## src/rtl/lock_event_monitor.sv

```systemverilog
`timescale 1ns/1ps
// lock_event_monitor: synchronizes and debounces an MMCM/PLL lock line and
// keeps unlock-episode statistics (count, last and longest duration).
module lock_event_monitor #(
  parameter int SYNC_STAGES     = 2,
  parameter int DEBOUNCE_CYCLES = 16,
  parameter int CNT_WIDTH       = 32
) (
  input  logic                 clk_ref,
  input  logic                 aresetn,
  input  logic                 locked_async,
  input  logic                 clear,
  output logic                 locked_filt,
  output logic [CNT_WIDTH-1:0] unlocks,
  output logic [CNT_WIDTH-1:0] last_unlock_len,
  output logic [CNT_WIDTH-1:0] max_unlock_len,
  output logic                 ever_locked,
  output logic                 unlock_evt,
  output logic                 relock_evt
);
  typedef enum logic [1:0] {S_INIT, S_LOCKED, S_UNLOCKED} state_t;
  localparam logic [CNT_WIDTH-1:0] ALL_ONES = '1;
  localparam logic [15:0] DB_LAST = 16'(DEBOUNCE_CYCLES - 1);
  logic [SYNC_STAGES-1:0] sync_q;
  logic                   sync;
  logic [15:0]            db_cnt;
  logic                   filt_d;
  logic                   rise;
  logic                   fall;
  state_t                 state;
  logic [CNT_WIDTH-1:0]   dur_cnt;
  assign sync = sync_q[SYNC_STAGES-1];
  assign rise = locked_filt & ~filt_d;
  assign fall = ~locked_filt & filt_d;
  // Events coincident with clear are applied on top of the cleared values.
  always_ff @(posedge clk_ref or negedge aresetn) begin
    if (!aresetn) begin
      sync_q          <= '0;
      db_cnt          <= '0;
      locked_filt     <= 1'b0;
      filt_d          <= 1'b0;
      state           <= S_INIT;
      dur_cnt         <= '0;
      unlocks         <= '0;
      last_unlock_len <= '0;
      max_unlock_len  <= '0;
      ever_locked     <= 1'b0;
      unlock_evt      <= 1'b0;
      relock_evt      <= 1'b0;
    end else begin
      sync_q     <= {sync_q[SYNC_STAGES-2:0], locked_async};
      filt_d     <= locked_filt;
      unlock_evt <= 1'b0;
      relock_evt <= 1'b0;
      if (sync == locked_filt) db_cnt <= '0;
      else if (db_cnt == DB_LAST) begin
        db_cnt      <= '0;
        locked_filt <= ~locked_filt;
      end else db_cnt <= db_cnt + 16'd1;
      if (clear) begin
        unlocks         <= '0;
        last_unlock_len <= '0;
        max_unlock_len  <= '0;
      end
      case (state)
        S_INIT: if (rise) begin
          state       <= S_LOCKED;
          ever_locked <= 1'b1;
        end
        S_LOCKED: if (fall) begin
          state      <= S_UNLOCKED;
          unlocks    <= clear ? CNT_WIDTH'(1) : (unlocks == ALL_ONES ? ALL_ONES : unlocks + 1'b1);
          unlock_evt <= 1'b1;
          dur_cnt    <= CNT_WIDTH'(1);
        end
        S_UNLOCKED: if (rise) begin
          state           <= S_LOCKED;
          last_unlock_len <= dur_cnt;
          max_unlock_len  <= (clear || dur_cnt > max_unlock_len) ? dur_cnt : max_unlock_len;
          relock_evt      <= 1'b1;
        end else if (dur_cnt != ALL_ONES) dur_cnt <= dur_cnt + 1'b1;
        default: state <= S_INIT;
      endcase
    end
  end
endmodule

```

## config.mk

```make
export PLATFORM = sky130hd
export DESIGN_NAME = lock_event_monitor
export DESIGN_NICKNAME = d
export VERILOG_FILES = /design/src/rtl/lock_event_monitor.sv
export SDC_FILE = /design/constraint.sdc
export NUM_CORES = 1
export LEC_CHECK = 0
export CORE_MARGIN = 4
export CORE_UTILIZATION = 50
export DETAILED_ROUTE_END_ITERATION = 6
export PLACE_DENSITY = 0.73
export SLEW_MARGIN = 15
export SYNTH_ARGS = -nofsm -noshare
export SYNTH_HDL_FRONTEND = slang
export SYNTH_SLANG_ARGS = --single-unit
```

## constraint.sdc

```tcl
create_clock -name clk_ref -period 6.17 [get_ports clk_ref]
set_clock_uncertainty 0.1 [all_clocks]
set_input_delay 0.617 -clock clk_ref [delete_from_list [all_inputs] [get_ports clk_ref]]
set_output_delay 0.617 -clock clk_ref [all_outputs]
set_load 0.1 [all_outputs]
```

==> run_results.csv <==
group,metric,value,unit
timing,relSlewSlack,21.7,%
clock_tree,cts_setup_buffers,0,
placed_design,port_buffers,103,
clock_tree,cts_resized,0,
power,p_leak,0.00409,uW
setup_path,arrival,3.39,ns
clock_tree,cts_max_level,4,
synth,synth_cell_types,68,
synth,ys_seq_elements,153,
route,vias,6609,
global_route,grt_pass1_vias,6567,
placed_design,gp_congestion,0.829,
clock_tree,cts_buffer_depth,2,
global_route,overflow,0,
timing,setup_violations,0,
setup_path,path_class,"reg2reg",
route,drt_first_pass_iters,5,
placed_design,dp.cells,1098,
setup_path,cp-end-kind,"register",
floorplanning,io_pins,104,
timing,min_period_over_period,50.8,%
finish,nNetsFinal,945,
synth,synth.net_count,860,
route,drc_errors,0,
setup_path,startpoint_type,"register",
clock_tree,postCtsHoldBufs,0,
finish,syn2layout_area_growth,22.0,%
synth,syn_avg_cell_area,9.70,um^2
synth,yosysTopAreaCell,"dfrtp_1",
placed_design,hpwl,12500,um
placed_design,placed_area,9130,um^2
finish,final_area,9720,um^2
route,wl_per_cell,17.2,um
timing,hold_viol,0,
route,final_antenna_net_count,0,
synth,synth_area_leaders,"dfrtp_1 48%, ha_1 5.5%, a32o_1 4.0%",
power,power_density,214,nW/um^2
floorplanning,dieArea,18000,um^2
timing,period_needed,3.13,ns
power,peakVddDrop,0.211,mV
outcome,outcome,"finished clean",
synth,yosysTopAreaCellShare,48.1,%
synth,synth-edff-count,0,
route,drt-vias-per-instance,5.85,
run,max_cap_viol_count,0,
setup_path,r2r_start,"dur_cnt[1]",
timing,finalSetupTns,0,ns
synth,yosys_warnings,0,
global_route,grt_usage,22.8,%
synth,synth-async-reset-ratio,100,%
clock_tree,path_clk_slew,0.06,ns
clock_tree,cts_tree,"yes",
finish,stdcell_count,1130,
min_path,hp-class,"in2async",
global_route,grt_pass1_wl,33600,um
global_route,antenna_found_initial,0,
floorplanning,row_count,45,
timing,drv_slew,0,
floorplanning,core-area,15400,um^2
synth,synthesis.area,7960,um^2
setup_path,r2r-end,"max_unlock_len[13]",
synth,synthCells,821,
setup_path,cp.required,6.43,ns
finish,diodes,0,
setup_path,rrSetupSlack,3.04,ns
timing,clock.fmax,0.319,GHz
synth,synth_top_flop_cell,"dfrtp_1",
route,first_iter_violations,469,
floorplanning,dieWidth,134,um
route,drt-total-wl,19500,um
timing,worst_slew_pin_slew,1.17,ns
clock_tree,cts_sinks,153,
clock_tree,clkLatencyLatePin,0.43,ns
global_route,grt_max_degree,97,
timing,rsz0062_at_grt,"no",
floorplanning,start_util,51.6,%
floorplanning,die_y,134,um
finish,final_layout_size_suffix_gt1_share,6.86,%
setup_path,path_max_fanout,32,
clock_tree,cts_root_buf,"clkbuf_16",
setup_path,rr_worst_depth,7,
clock_tree,cts_buffers,17,
synth,ys_seq_area_share,48.1,%
metal layers:
metal  track usage, %  part of all wire [%]  wire (um)
met1             32.5                    47       9070
met2             35.4                    47       9200
met3             4.84                   4.9        948
met4             6.84                   1.4        269
met5                0                     0          0
per-stage QoR:
stage / power, uW / utilization [%] / hold slack [ns] / setup WS (ns)
finish: 2080 / 63.0 / 0.217 / 3.04
global route: 2150 / 63.0 / 0.259 / 2.89
CTS: 2110 / 63.0 / 0.235 / 3.00
detailed placement: 1070 / 59.2 / 0.251 / 2.98
global placement: 1070 / 59.2 / 0.237 / 3.08
floorplan: 1040 / - / 0.221 / 3.26
cell usage in the layout (no fill, tap or decap), types with 13 or more instances in the layout:
cell type        netlist  layout
a211oi_1              15      15
a21oi_1               35      35
a32o_1                32      32
and3_1                20      20
clkbuf_16              0      17
clkdlybuf4s50_1        0     101
dfrtp_1              153     153
ha_1                  35      35
inv_1                 41      41
nand2_1               79      78
nand2b_1              34      34
nand3_1               33      33
nand4_1               23      23
nor2_1                66      66
nor3_1                14      14
o21ai_0               56      56
xor2_1                13      13
Yosys cell counts (all sizes together), types with 8 or more instances:
cell type  number
xor2           13
and3           21
a31oi          10
inv            41
and4           11
dfrtp         153
o21ai          61
a32o           32
buf            21
nand2          79
nor2           66
a21oi          35
a211oi         16
nand3          34
xnor2          13
nor3           15
nand2b         34
nor4           11
clkbuf         22
ha             35
or3             9
mux2i           8
nand4          25
registers in the layout, indices dropped and copies added (netlist names), 2 cells and up:
signal,count
db_cnt,16
dur_cnt,32
last_unlock_len,32
max_unlock_len,32
state,2
sync_q,2
unlocks,32
power by group:
group          internal [uW]  switching, uW  leakage (uW)
sequential              1010           2.34       0.00213
clock                    627            402      0.000295
combinational           9.21           34.4       0.00166
logic make-up (layout without fill, tap and decap cells):
family	count (synthesis)	count (layout)	synth area share (%)
AND/OR/NAND/NOR	327	327	21.6
XOR/XNOR	26	26	2.95
flip-flops	153	153	48.1
adder cells (fa/ha/maj)	35	35	5.50
AO/OA/AOI/OAI	186	186	16.4
buffers and inverters	85	183	4.35
multiplexers	9	9	1.15
final cells by class:
type | count | area [um^2]
inverters | 42 | 158
flip-flops and latches | 153 | 3830
multi-input cells | 583 | 3810
repair buffers | 109 | 1070
well taps | 211 | 264
clock buffers | 25 | 526
fillers | 1338 | 5710
clock inverters | 7 | 62.6
critical path, stage by stage (launching register included):
cell and delay (ns):
dfrtp_1 0.46, ha_1 0.33, nor2b_1 0.13, o211ai_1 0.12, a2111o_1 0.39, o211ai_1 0.23, a21o_1 0.98, a32o_1 0.32
worst max-delay path by stage:
stage	slack (ns)	to	from
2_1_floorplan	3.26	max_unlock_len[10]	max_unlock_len[23]
3_3_place_gp	3.08	max_unlock_len[1]	dur_cnt[23]
3_5_place_dp	2.98	max_unlock_len[13]	dur_cnt[23]
4_1_cts	3.00	max_unlock_len[13]	dur_cnt[23]
5_1_grt	2.89	max_unlock_len[10]	locked_filt
6_report	3.04	max_unlock_len[13]	dur_cnt[1]
No activity file was read; power rests on OpenSTA's default activity.
